File: src/rtl/data_mem_controller_if.sv
// data_mem_controller_if: core-side and memory-side buses of the data-memory arbiter
interface data_mem_controller_if #(
  parameter int NUM_CORES = 2,
  parameter int ADDR_BITS = 8,
  parameter int DATA_BITS = 8,
  parameter int READ_NUM  = 4
);
  logic [NUM_CORES-1:0]                    core_read_valid;
  logic [NUM_CORES*ADDR_BITS-1:0]          core_read_address;
  logic [NUM_CORES-1:0]                    core_read_ready;
  logic [NUM_CORES*READ_NUM*DATA_BITS-1:0] core_read_data;
  logic [NUM_CORES-1:0]                    core_write_valid;
  logic [NUM_CORES*ADDR_BITS-1:0]          core_write_address;
  logic [NUM_CORES*DATA_BITS-1:0]          core_write_data;
  logic [NUM_CORES-1:0]                    core_write_ready;
  logic                                    mem_read_valid;
  logic [ADDR_BITS-1:0]                    mem_read_address;
  logic                                    mem_read_ready;
  logic [READ_NUM*DATA_BITS-1:0]           mem_read_data;
  logic                                    mem_write_valid;
  logic [ADDR_BITS-1:0]                    mem_write_address;
  logic [DATA_BITS-1:0]                    mem_write_data;
  logic                                    mem_write_ready;
  modport slave (
    input  core_read_valid, core_read_address, core_write_valid, core_write_address,
           core_write_data, mem_read_ready, mem_read_data, mem_write_ready,
    output core_read_ready, core_read_data, core_write_ready, mem_read_valid,
           mem_read_address, mem_write_valid, mem_write_address, mem_write_data
  );
  modport master (
    output core_read_valid, core_read_address, core_write_valid, core_write_address,
           core_write_data, mem_read_ready, mem_read_data, mem_write_ready,
    input  core_read_ready, core_read_data, core_write_ready, mem_read_valid,
           mem_read_address, mem_write_valid, mem_write_address, mem_write_data
  );
endinterface

File: src/rtl/data_mem_controller.sv
// data_mem_controller: round-robin arbiter of per-core read/write ports onto one data-memory channel
module data_mem_controller #(
  parameter int NUM_CORES = 2,
  parameter int ADDR_BITS = 8,
  parameter int DATA_BITS = 8,
  parameter int READ_NUM  = 4
) (
  input logic                  clk,
  input logic                  reset,
  data_mem_controller_if.slave bus
);
  localparam int GW = (NUM_CORES > 1) ? $clog2(NUM_CORES) : 1;
  localparam int LW = READ_NUM * DATA_BITS;
  typedef enum logic [1:0] {IDLE, READ_WAIT, WRITE_WAIT, RELAY} state_t;
  state_t               state_q, state_d;
  logic [GW-1:0]        grant_q, grant_d, rr_ptr_q, rr_ptr_d, idx;
  logic                 mem_read_valid_q, mem_read_valid_d, mem_write_valid_q, mem_write_valid_d;
  logic [ADDR_BITS-1:0] mem_read_address_q, mem_read_address_d, mem_write_address_q, mem_write_address_d;
  logic [DATA_BITS-1:0] mem_write_data_q, mem_write_data_d;
  logic [NUM_CORES-1:0] core_read_ready_q, core_read_ready_d, core_write_ready_q, core_write_ready_d;
  logic [LW-1:0]        core_read_data_q [NUM_CORES];
  logic [LW-1:0]        core_read_data_d [NUM_CORES];
  logic [ADDR_BITS-1:0] rd_addr [NUM_CORES];
  logic [ADDR_BITS-1:0] wr_addr [NUM_CORES];
  logic [DATA_BITS-1:0] wr_data [NUM_CORES];
  logic                 found;
  logic                 relay_valid;
  for (genvar g = 0; g < NUM_CORES; g++) begin : g_slice
    assign rd_addr[g] = bus.core_read_address[g*ADDR_BITS +: ADDR_BITS];
    assign wr_addr[g] = bus.core_write_address[g*ADDR_BITS +: ADDR_BITS];
    assign wr_data[g] = bus.core_write_data[g*DATA_BITS +: DATA_BITS];
    assign bus.core_read_data[g*LW +: LW] = core_read_data_q[g];
  end
  assign bus.mem_read_valid    = mem_read_valid_q;
  assign bus.mem_read_address  = mem_read_address_q;
  assign bus.mem_write_valid   = mem_write_valid_q;
  assign bus.mem_write_address = mem_write_address_q;
  assign bus.mem_write_data    = mem_write_data_q;
  assign bus.core_read_ready   = core_read_ready_q;
  assign bus.core_write_ready  = core_write_ready_q;
  // the granted core's valid that matches the transaction being relayed
  assign relay_valid = (|core_read_ready_q) ? bus.core_read_valid[grant_q] : bus.core_write_valid[grant_q];
  // arbitration, memory handshake and ready relay
  always_comb begin
    state_d             = state_q;
    grant_d             = grant_q;
    rr_ptr_d            = rr_ptr_q;
    mem_read_valid_d    = mem_read_valid_q;
    mem_read_address_d  = mem_read_address_q;
    mem_write_valid_d   = mem_write_valid_q;
    mem_write_address_d = mem_write_address_q;
    mem_write_data_d    = mem_write_data_q;
    core_read_ready_d   = core_read_ready_q;
    core_write_ready_d  = core_write_ready_q;
    core_read_data_d    = core_read_data_q;
    found               = 1'b0;
    idx                 = '0;
    case (state_q)
      IDLE:
        for (int i = 0; i < NUM_CORES; i++) begin
          idx = GW'((int'(rr_ptr_q) + i) % NUM_CORES);
          if (!found && (bus.core_read_valid[idx] || bus.core_write_valid[idx])) begin
            found   = 1'b1;
            grant_d = idx;
            if (bus.core_read_valid[idx]) begin
              mem_read_valid_d   = 1'b1;
              mem_read_address_d = rd_addr[idx];
              state_d            = READ_WAIT;
            end else begin
              mem_write_valid_d   = 1'b1;
              mem_write_address_d = wr_addr[idx];
              mem_write_data_d    = wr_data[idx];
              state_d             = WRITE_WAIT;
            end
          end
        end
      READ_WAIT:
        if (bus.mem_read_ready) begin
          mem_read_valid_d          = 1'b0;
          core_read_data_d[grant_q] = bus.mem_read_data;
          core_read_ready_d[grant_q] = 1'b1;
          state_d                   = RELAY;
        end
      WRITE_WAIT:
        if (bus.mem_write_ready) begin
          mem_write_valid_d           = 1'b0;
          core_write_ready_d[grant_q] = 1'b1;
          state_d                     = RELAY;
        end
      RELAY:
        if (!relay_valid) begin
          core_read_ready_d  = '0;
          core_write_ready_d = '0;
          rr_ptr_d           = (int'(grant_q) == NUM_CORES - 1) ? '0 : grant_q + 1'b1;
          state_d            = IDLE;
        end
      default: state_d = IDLE;
    endcase
  end
  // state and registered outputs, cleared asynchronously
  always_ff @(posedge clk or negedge reset) begin
    if (!reset) begin
      state_q             <= IDLE;
      grant_q             <= '0;
      rr_ptr_q            <= '0;
      mem_read_valid_q    <= 1'b0;
      mem_read_address_q  <= '0;
      mem_write_valid_q   <= 1'b0;
      mem_write_address_q <= '0;
      mem_write_data_q    <= '0;
      core_read_ready_q   <= '0;
      core_write_ready_q  <= '0;
      core_read_data_q    <= '{default: '0};
    end else begin
      state_q             <= state_d;
      grant_q             <= grant_d;
      rr_ptr_q            <= rr_ptr_d;
      mem_read_valid_q    <= mem_read_valid_d;
      mem_read_address_q  <= mem_read_address_d;
      mem_write_valid_q   <= mem_write_valid_d;
      mem_write_address_q <= mem_write_address_d;
      mem_write_data_q    <= mem_write_data_d;
      core_read_ready_q   <= core_read_ready_d;
      core_write_ready_q  <= core_write_ready_d;
      core_read_data_q    <= core_read_data_d;
    end
  end
endmodule

File: src/flat_wrapper.sv
// flat-port wrapper written by rule: the top's interface ports become plain ports
module data_mem_controller_flat 
#(
  parameter int NUM_CORES = 2,
  parameter int ADDR_BITS = 8,
  parameter int DATA_BITS = 8,
  parameter int READ_NUM  = 4
)
  (clk, reset, bus_core_read_valid, bus_core_read_address, bus_core_write_valid, bus_core_write_address, bus_core_write_data, bus_mem_read_ready, bus_mem_read_data, bus_mem_write_ready, bus_core_read_ready, bus_core_read_data, bus_core_write_ready, bus_mem_read_valid, bus_mem_read_address, bus_mem_write_valid, bus_mem_write_address, bus_mem_write_data);
  data_mem_controller_if #(.NUM_CORES(NUM_CORES), .ADDR_BITS(ADDR_BITS), .DATA_BITS(DATA_BITS), .READ_NUM(READ_NUM)) bus_i ();
  input logic clk;
  input logic reset;
  input wire logic [$bits(bus_i.core_read_valid)-1:0] bus_core_read_valid;
  input wire logic [$bits(bus_i.core_read_address)-1:0] bus_core_read_address;
  input wire logic [$bits(bus_i.core_write_valid)-1:0] bus_core_write_valid;
  input wire logic [$bits(bus_i.core_write_address)-1:0] bus_core_write_address;
  input wire logic [$bits(bus_i.core_write_data)-1:0] bus_core_write_data;
  input wire logic [$bits(bus_i.mem_read_ready)-1:0] bus_mem_read_ready;
  input wire logic [$bits(bus_i.mem_read_data)-1:0] bus_mem_read_data;
  input wire logic [$bits(bus_i.mem_write_ready)-1:0] bus_mem_write_ready;
  output wire logic [$bits(bus_i.core_read_ready)-1:0] bus_core_read_ready;
  output wire logic [$bits(bus_i.core_read_data)-1:0] bus_core_read_data;
  output wire logic [$bits(bus_i.core_write_ready)-1:0] bus_core_write_ready;
  output wire logic [$bits(bus_i.mem_read_valid)-1:0] bus_mem_read_valid;
  output wire logic [$bits(bus_i.mem_read_address)-1:0] bus_mem_read_address;
  output wire logic [$bits(bus_i.mem_write_valid)-1:0] bus_mem_write_valid;
  output wire logic [$bits(bus_i.mem_write_address)-1:0] bus_mem_write_address;
  output wire logic [$bits(bus_i.mem_write_data)-1:0] bus_mem_write_data;
  assign bus_i.core_read_valid = bus_core_read_valid;
  assign bus_i.core_read_address = bus_core_read_address;
  assign bus_i.core_write_valid = bus_core_write_valid;
  assign bus_i.core_write_address = bus_core_write_address;
  assign bus_i.core_write_data = bus_core_write_data;
  assign bus_i.mem_read_ready = bus_mem_read_ready;
  assign bus_i.mem_read_data = bus_mem_read_data;
  assign bus_i.mem_write_ready = bus_mem_write_ready;
  assign bus_core_read_ready = bus_i.core_read_ready;
  assign bus_core_read_data = bus_i.core_read_data;
  assign bus_core_write_ready = bus_i.core_write_ready;
  assign bus_mem_read_valid = bus_i.mem_read_valid;
  assign bus_mem_read_address = bus_i.mem_read_address;
  assign bus_mem_write_valid = bus_i.mem_write_valid;
  assign bus_mem_write_address = bus_i.mem_write_address;
  assign bus_mem_write_data = bus_i.mem_write_data;
  data_mem_controller #(.NUM_CORES(NUM_CORES), .ADDR_BITS(ADDR_BITS), .DATA_BITS(DATA_BITS), .READ_NUM(READ_NUM)) u_core (.clk(clk), .reset(reset), .bus(bus_i));
endmodule
File: config.mk
export PLATFORM = sky130hd
export DESIGN_NAME = data_mem_controller_flat
export DESIGN_NICKNAME = d
export VERILOG_FILES = /design/src/rtl/data_mem_controller_if.sv /design/src/rtl/data_mem_controller.sv /design/src/flat_wrapper.sv
export SDC_FILE = /design/constraint.sdc
export NUM_CORES = 1
export LEC_CHECK = 0
export BUFFER_PORTS_ARGS = -buffer_cell sky130_fd_sc_hd__buf_2
export CAP_MARGIN = 20
export CORE_ASPECT_RATIO = 0.5
export CORE_UTILIZATION = 47
export CTS_CLUSTER_DIAMETER = 200
export DETAILED_ROUTE_END_ITERATION = 12
export GPL_ROUTABILITY_DRIVEN = 1
export HOLD_SLACK_MARGIN = 0.02
export PLACE_DENSITY = 0.76
export SLEW_MARGIN = 5
export SYNTH_ARGS = -nofsm -noshare
export SYNTH_HDL_FRONTEND = slang
export SYNTH_SLANG_ARGS = --single-unit
File: constraint.sdc
create_clock -name clk -period 2.3 [get_ports clk]
set_clock_uncertainty 0.2 [all_clocks]
set_input_delay 0.23 -clock clk [delete_from_list [all_inputs] [get_ports clk]]
set_output_delay 0.23 -clock clk [all_outputs]
set_load 0.01 [all_outputs]
==> flow_summary.yaml, run 1 <==
layout:
  fin_nets: 663
  nFillCells: 532
  drive_gt1_share_pct: 48.5
  layout_commonest_cell: "buf_2"
  fin_cells: 689
  area_delta_synth_final_pct: 52.9
  layout_common_cells: "buf_2, dfrtp_1, dlygate4sd3_1"
  design_area_um2: 6360
route:
  vias: 3492
  finalWirelength_um: 11200
  vias_per_cell: 5.07
  routedWlPerCell_um: 16.2
  dr.pass1.iters: 4
  drtAntennaViolNets: 0
  remaining_drc_errors: 0
  drt-initial-drc-count: 121
yosys:
  netlist_instances: 303
  synth_area_leaders: "dfrtp_1, mux2_2, o22ai_1"
  synth.ff_latch_count: 98
  ys_seq_area_share_pct: 58.9
  synth_ff_type: "dfrtp_1"
  synth.avg_cell_area_um2: 13.7
  synthesis.area_um2: 4160
  synth.largest_area_cell: "dfrtp_1"
  yosys_warnings: 0
  synthArstFlopShare_pct: 100
  synth_cell_types: 41
  synth_edf_count: 0
  synth_top_area_share_pct: 58.9
  synth_nets: 396
hold_path:
  holdCritPathClass: "input pin to flop"
grt:
  grt_max_degree: 41
  grt_pass1_vias: 3455
  grt_pass1_wl_um: 16800
  overflow: 0
  antenna_found_initial: 1
  grt.total_usage_pct: 23.9
setup_path:
  crit_type: "flop to flop"
  cp-start-kind: "flop"
  required_ps: 2290
  worstPathMaxFanout: 8
  max_stage_delay_ps: 600
  crit_path_end_kind: "flop"
  crit_chain: "inv_1 > ha_4 > buf_4 > o211ai_4 > o22ai_2 > dlygate4sd3_1 > a21oi_1"
  slowest_stage: "dlygate4sd3_1"
  arrival_ps: 2200
placement:
  gp_congestion: 0.818
  place_area_um2: 5230
  dp.final_hpwl_um: 6640
  pre_cts_slack_ps: 233
  io_buffers: 181
  placed_cells: 591
pwr:
  peakVddDrop_mv: 0.514
  total_power_uw: 7860
  p_leak_uw: 0.00313
  power_density_nw_per_um2: 1240
timing:
  relSlewSlack_pct: 52.9
  setup-tns-final_ps: 0
  final_max_slew_viol_count: 0
  fin_crit_ps: 2200
  rsz0062_at_grt: "no"
  finalSetupViolCount: 0
  finalHoldViolations: 0
  timing.final.ws_setup_ps: 95.4
  worst-slew-pin-transition_ps: 707
  max_freq_ghz: 0.454
  post-route-period-util_pct: 95.9
die:
  dieArea_um2: 9260
  io_pins: 182
  core_um2: 8290
  initial_utilization_pct: 50.2
  rows: 23
  die_x_um: 135
  die_h_um: 68.5
cts:
  cts_buffer_depth: 2
  htreeDepth: 3
  clkLatencyLatePin_ps: 330
  cts_setup_buffers: 0
  cts_tree: "built"
  clkSinkCount: 98
  numCtsBuffers: 9
  cts-root-buf: "clkbuf_16"
  clk_pin_slew_worst_paths_ps: 60
flow_run:
  maxCapViolCount: 0
run_status:
  status: "completed"
[cell families (layout without fill, tap and decap cells)]
group           count (synthesis)  count (layout)  share of synthesized area, %
flops                          98              98                          58.9
mux                            69              69                          19.3
fa+ha+maj                       5               5                          1.50
simple gates                   29              29                          4.27
other cells                     0               2                             0
buf+inv                        33             305                          3.64
compound gates                 69              69                          12.4
[per-layer routing]
metal | vias up | global-route usage, % | share of wire (%)
met4 | 0 | 10.7 | 2.6
met2 | 138 | 43.0 | 51
met1 | 1686 | 28.0 | 41
met3 | 27 | 5.85 | 5.3
li1 | 1641 | - | -
met5 | - | 0 | 0
[state kept, by name, indices dropped and copies added (netlist names)]
name / cells
u_core.bus.mem_read_address: 8
u_core.bus.core_read_ready: 2
u_core.bus.mem_write_valid: 1
u_core.bus.mem_write_address: 8
u_core.bus.mem_read_valid: 1
u_core.bus.core_write_ready: 2
u_core.bus.mem_write_data: 8
u_core.rr_ptr_q: 1
u_core.bus.core_read_data: 64
u_core.grant_q: 1
u_core.state_q: 2
[final timing paths]
| check | from | endpoint | slack, ps | cells past startpoint |
|---|---|---|---|---|
| worst max-delay path | u_core.state_q[0] | u_core.bus.mem_read_address[6] | 100 | 7 |
| max in group asynchronous | reset | u_core.bus.core_read_data[43] | 1000 | 3 |
| min in group asynchronous | reset | u_core.bus.mem_read_address[7] | 220 | 2 |
| worst min-delay path | bus_core_write_address[0] | u_core.bus.mem_write_address[0] | 40 | 3 |
| worst min register to register | u_core.bus.core_read_data[59] | u_core.bus.core_read_data[59] | 300 | 1 |
| worst max register to register | u_core.state_q[0] | u_core.bus.mem_read_address[6] | 100 | 7 |
[synth_stat cells (3+ instances only)]
cell type,number
o22ai_1,16
inv_1,23
buf_2,7
nand3_1,4
mux2_2,64
nor2_1,3
a21oi_1,18
o21ai_0,6
and2_0,7
dfrtp_1,98
ha_1,5
a221o_1,8
[worst max-delay path: cells and delay by family (launching register included)]
family          cells  cell delay (ps)
fa+ha+maj           1              190
buf+inv             3              910
flops               1              420
compound gates      3              350
[power by group]
group | total (µW) | switching [µW] | internal [µW]
clock | 1500 | 597 | 903
sequential | 3070 | 501 | 2570
combinational | 3290 | 1580 | 1710
[through the flow]
step           utilization [%]  hold slack [ps]
6_report                  76.8             39.1
5_1_grt                   76.7             35.5
4_1_cts                   76.3             20.2
3_5_place_dp              63.0             37.3
3_3_place_gp              63.0             33.0
2_1_floorplan                -             -266
[layout make-up]
cell class / count / area, µm² / share of cell area [%]
flip-flops and latches: 98 / 2450 / 38.5
repair buffers: 266 / 1780 / 28.0
multi-input cells: 172 / 1600 / 25.1
clock buffers: 14 / 264 / 4.15
well taps: 112 / 140 / 2.20
inverters: 23 / 86.3 / 1.36
clock inverters: 2 / 35.0 / 0.551
diodes: 2 / 5.00 / 0.0787
[repair_timing]
item	4_1_cts	5_1_grt
hold endpoints to repair	126	0
endpoints found under the setup margin	0	5
hold buffers	80	0
resized for setup	0	5
Power figures use the tool's default switching activity.
==> run 2, diff against run 1 <==
--- a/config.mk
+++ b/config.mk
@@ -7,13 +7,17 @@
 export LEC_CHECK = 0
 export BUFFER_PORTS_ARGS = -buffer_cell sky130_fd_sc_hd__buf_2
 export CAP_MARGIN = 20
+export CELL_PAD_IN_SITES_DETAIL_PLACEMENT = 1
+export CELL_PAD_IN_SITES_GLOBAL_PLACEMENT = 1
 export CORE_ASPECT_RATIO = 0.5
-export CORE_UTILIZATION = 47
+export CORE_MARGIN = 2
+export CORE_UTILIZATION = 37
 export CTS_CLUSTER_DIAMETER = 200
 export DETAILED_ROUTE_END_ITERATION = 12
 export GPL_ROUTABILITY_DRIVEN = 1
 export HOLD_SLACK_MARGIN = 0.02
-export PLACE_DENSITY = 0.76
+export PLACE_DENSITY = 0.78
+export REMOVE_ABC_BUFFERS = 1
 export SLEW_MARGIN = 5
 export SYNTH_ARGS = -nofsm -noshare
 export SYNTH_HDL_FRONTEND = slang
==> flow_summary.yaml, run 2 (synthesis gave the netlist of run 1 again) <==
run_status:
  status: "completed"
setup_path:
  r2r_end: "u_core.state_q[0]"
  worstPathMaxFanout: 5
  arrival_ps: 2160
  slowest_stage: "dfrtp_1"
  r2r-start: "u_core.state_q[0]"
  cp-start-kind: "flop"
  crit_type: "flop to flop"
  timing.reg2reg.setup_slack_ps: 170
  r2r_cells: 5
  crit_chain: "inv_1 > ha_1 > nor2b_1 > a2111oi_4 > mux2_4"
  required_ps: 2330
  max_stage_delay_ps: 440
  crit_path_end_kind: "flop"
pwr:
  switchingPower_uw: 2810
  p_int_uw: 5100
  power_density_nw_per_um2: 1240
  p_leak_uw: 0.00311
  sw_frac_of_total_pct: 35.5
  peakVddDrop_mv: 0.518
  clkPwrFrac_pct: 18.9
  seq_power_share_pct: 39.0
  combPwrFrac_pct: 42.1
layout:
  drive_gt1_share_pct: 48.0
  area_delta_synth_final_pct: 52.9
  fin_nets: 666
  largest_reg_flops: 64
  layout_common_cells: "buf_2, dfrtp_1, dlygate4sd3_1"
  layout_commonest_cell: "buf_2"
  nFillCells: 1170
  fin_cells: 723
  design_area_um2: 6360
route:
  vias_per_cell: 4.93
  drt-initial-drc-count: 98
  remaining_drc_errors: 0
  drtAntennaViolNets: 0
  vias: 3564
  finalWirelength_um: 13400
  dr.pass1.iters: 4
  routedWlPerCell_um: 18.6
die:
  io_pins: 182
  rows: 27
  die_x_um: 154
  die_h_um: 79.0
  initial_utilization_pct: 37.9
  dieArea_um2: 12200
  core_um2: 11000
cts:
  clkSinkCount: 98
  numCtsBuffers: 9
  cts_tree: "built"
  clk_pin_slew_worst_paths_ps: 70
  holdBufCountCts: 82
  htreeDepth: 3
  clkLatencyLatePin_ps: 340
  cts_buffer_depth: 2
  cts-root-buf: "clkbuf_16"
  cts_setup_buffers: 0
  cts_resized: 0
grt:
  grt_pass1_vias: 4010
  grt_pass1_wl_um: 21000
  grt_max_degree: 43
  antenna_found_initial: 1
  grt.total_usage_pct: 22.3
  overflow: 0
timing:
  finalHoldViolations: 0
  final_max_slew_viol_count: 0
  relSlewSlack_pct: 65.8
  worst-slew-pin-transition_ps: 510
  post-route-period-util_pct: 92.8
  max_freq_ghz: 0.469
  fin_crit_ps: 2130
  finalSetupViolCount: 0
  rsz0062_at_grt: "no"
  setup-tns-final_ps: 0
hold_path:
  holdCritStartpoint: "bus_core_write_valid[1]"
  holdCritPathClass: "input pin to flop"
  holdPathStages: 3
  min_to: "u_core.grant_q"
placement:
  placed_cells: 625
  place_area_um2: 5250
  dp.final_hpwl_um: 8170
  gp_congestion: 0.818
  io_buffers: 181
flow_run:
  maxCapViolCount: 0
[run 2: cell types whose count changed in the layout (fill, tap and decap cells not counted), sizes merged]
cell,previous run,this run
dlygate4sd3,80,82
clkinvlp,0,1
clkinv,1,0
clkbuf,14,13
buf,186,187
diode,2,1
[run 2: critical path, delay by kind of cell, from the launching register on]
kind | cells | cell delay (ps)
AOI/OAI and AO/OA | 1 | 430
and+or+nand+nor | 1 | 230
muxes | 1 | 340
buffers and inverters | 1 | 120
DFF | 1 | 440
adders and majority gates | 1 | 260
[run 2: power groups by stage]
stage	combinational (µW)	clock (µW)	sequential (µW)
2_1_floorplan	1430	0	3430
3_3_place_gp	3060	0	3040
3_5_place_dp	3170	0	3090
4_1_cts	3290	1520	3070
5_1_grt	3580	1590	3200
6_report	3330	1490	3090
[run 2: worst max-delay path by stage]
stage,from,to,depth (start not counted)
after CTS,u_core.state_q[0],u_core.state_q[0],5
after global routing,u_core.state_q[0],u_core.state_q[0],5
after floorplan,u_core.state_q[1],u_core.bus.core_read_data[0],4
after detailed placement,u_core.grant_q,u_core.state_q[0],4
final,u_core.state_q[0],u_core.state_q[0],5
after global placement,u_core.state_q[0],u_core.state_q[0],5
[run 2: cell type report]
type / instances / area, µm² / share of cell area [%]
flip-flops and latches: 98 / 2450 / 38.5
repair buffers: 269 / 1790 / 28.1
multi-input cells: 172 / 1570 / 24.6
clock buffers: 13 / 250 / 3.93
well taps: 145 / 181 / 2.85
inverters: 23 / 86.3 / 1.36
clock inverters: 2 / 37.5 / 0.590
diodes: 1 / 2.50 / 0.0393
[run 2: stage by stage]
step | hold WS (ps) | power (µW) | util, % | setup WS (ps)
after global routing | 230 | 8380 | 58.0 | 82.9
after CTS | 153 | 7880 | 57.9 | 225
final | 178 | 7910 | 58.0 | 166
after global placement | 19.8 | 6100 | 47.9 | 304
after floorplan | -266 | 4860 | - | -108
after detailed placement | 27.2 | 6260 | 47.9 | 248
[run 2: layer usage]
| metal | wire, µm | part of all wire [%] | vias up | track usage, % |
|---|---|---|---|---|
| met5 | 0 | 0 | - | 0 |
| met2 | 7520 | 56 | 101 | 44.4 |
| met4 | 466 | 3.5 | 0 | 9.25 |
| met1 | 5030 | 37 | 1791 | 23.3 |
| met3 | 435 | 3.2 | 34 | 4.42 |
| li1 | - | - | 1638 | - |
==> run 3, diff against run 2 <==
--- a/config.mk
+++ b/config.mk
@@ -17,7 +17,6 @@
 export GPL_ROUTABILITY_DRIVEN = 1
 export HOLD_SLACK_MARGIN = 0.02
 export PLACE_DENSITY = 0.78
-export REMOVE_ABC_BUFFERS = 1
 export SLEW_MARGIN = 5
 export SYNTH_ARGS = -nofsm -noshare
 export SYNTH_HDL_FRONTEND = slang
==> flow_summary.yaml, run 3 (synthesis gave the netlist of run 1 again) <==
setup_path:
  slowest_stage: "nor3b_2"
  timing.reg2reg.setup_slack_ps: 160
  required_ps: 2380
  worstPathMaxFanout: 8
  max_stage_delay_ps: 610
  endpoint: "u_core.bus.mem_write_data[6]"
  r2r_end: "u_core.bus.mem_write_data[6]"
  crit_start: "u_core.state_q[0]"
  r2r-start: "u_core.state_q[0]"
  crit_path_end_kind: "flop"
  crit_chain: "inv_1 > ha_1 > o21ai_1 > nor3b_2 > a221o_1"
  cp-start-kind: "flop"
  r2r_cells: 5
  arrival_ps: 2220
  crit_type: "flop to flop"
cts:
  clkSinkCount: 98
  cts_setup_buffers: 0
  cts_tree: "built"
  cts-root-buf: "clkbuf_16"
  clkLatencyLatePin_ps: 350
  htreeDepth: 3
  numCtsBuffers: 9
  cts_resized: 0
  cts_buffer_depth: 2
  clk_pin_slew_worst_paths_ps: 80
pwr:
  total_power_uw: 8070
  power_density_nw_per_um2: 1270
  peakVddDrop_mv: 0.513
  p_leak_uw: 0.00312
grt:
  use_met2_pct: 46.7
  busiest_layer: "met2"
  met3_usage_pct: 4.80
  overflow: 0
  grt_max_degree: 57
  grt_pass1_wl_um: 22100
  antenna_found_initial: 1
  grt_pass1_vias: 3976
  grtUsageMet1_pct: 25.5
  grt.total_usage_pct: 23.7
flow_run:
  maxCapViolCount: 0
route:
  vias_per_cell: 4.98
  routedWlPerCell_um: 19.9
  dr.pass1.iters: 4
  drt-initial-drc-count: 187
  remaining_drc_errors: 0
  vias: 3593
  drtAntennaViolNets: 0
  finalWirelength_um: 14400
timing:
  max_freq_ghz: 0.466
  worst-slew-pin-transition_ps: 690
  post-route-period-util_pct: 93.2
  fin_crit_ps: 2140
  final_max_slew_viol_count: 0
  rsz0062_at_grt: "no"
  finalHoldViolations: 0
  relSlewSlack_pct: 53.8
  finalSetupViolCount: 0
  setup-tns-final_ps: 0
placement:
  dp.final_hpwl_um: 8100
  gp_congestion: 0.761
  io_buffers: 181
die:
  io_pins: 182
  core_um2: 11000
  dieArea_um2: 12200
  die_x_um: 154
  initial_utilization_pct: 37.9
  die_h_um: 79.0
  rows: 27
layout:
  area_delta_synth_final_pct: 52.9
  layout_common_cells: "buf_2, dfrtp_1, dlygate4sd3_1"
  nFillCells: 1178
  drive_gt1_share_pct: 48.5
  fin_nets: 663
  register_area_um2: 2450
  multiInputGateArea_um2: 1560
  largest_reg_flops: 64
  layout_commonest_cell: "buf_2"
hold_path:
  holdCritPathClass: "input pin to flop"
run_status:
  status: "completed"
## run 3: report_power, final
group / internal [µW] / total, µW / switching [µW]
clock: 873 / 1530 / 659
sequential: 2570 / 3120 / 550
combinational: 1670 / 3410 / 1740
## run 3: area by class of cell
class	count	share of cell area (%)
tap	145	2.85
clock buffer	10	3.75
multi-input combinational	172	24.5
antenna	1	0.0393
clock inverter	6	1.00
timing repair buffer	266	28.0
sequential	98	38.5
inverter	23	1.36
## run 3: what timing repair did
item / 4_1_cts / 5_1_grt
endpoints found under the hold margin: 186 / 1
setup endpoints to repair: 0 / 0
hold buffers: 78 / 1
## run 3: worst min-delay path by stage
stage / start / endpoint / slack (ps) / cells past startpoint
after floorplan: reset / u_core.bus.core_read_data[0] / -270 / 0
after global placement: reset / u_core.bus.mem_read_address[7] / -100 / 1
after detailed placement: reset / u_core.bus.mem_read_address[7] / -100 / 1
after CTS: bus_core_write_address[6] / u_core.bus.mem_write_address[6] / 20 / 3
after global routing: bus_core_read_address[6] / u_core.bus.mem_read_address[6] / 40 / 3
final: bus_core_write_address[6] / u_core.bus.mem_write_address[6] / 20 / 3
## run 3: routing by layer
layer  share of wire, %  wire, µm
met5                  0         0
met3                3.0       436
met2                 55      7940
met4                2.7       393
met1                 39      5600
## run 3: stage by stage
stage	utilization [%]	cell area, µm²	setup slack [ps]	instances	hold WS, ps
2_1_floorplan	-	4160	285	303	-266
3_3_place_gp	48.0	5270	274	625	-103
3_5_place_dp	48.0	5270	232	625	-97.6
4_1_cts	57.9	6350	206	719	21.3
5_1_grt	58.0	6360	87.3	721	36.0
6_report	58.0	6360	156	721	15.6
## run 3: critical path, delay by kind of cell, from the launching register on
family / cells / cell delay [ps]
flip-flops: 1 / 430
adder cells (fa/ha/maj): 1 / 270
AO/OA/AOI/OAI: 2 / 430
AND/OR/NAND/NOR: 1 / 610
buffers and inverters: 1 / 130
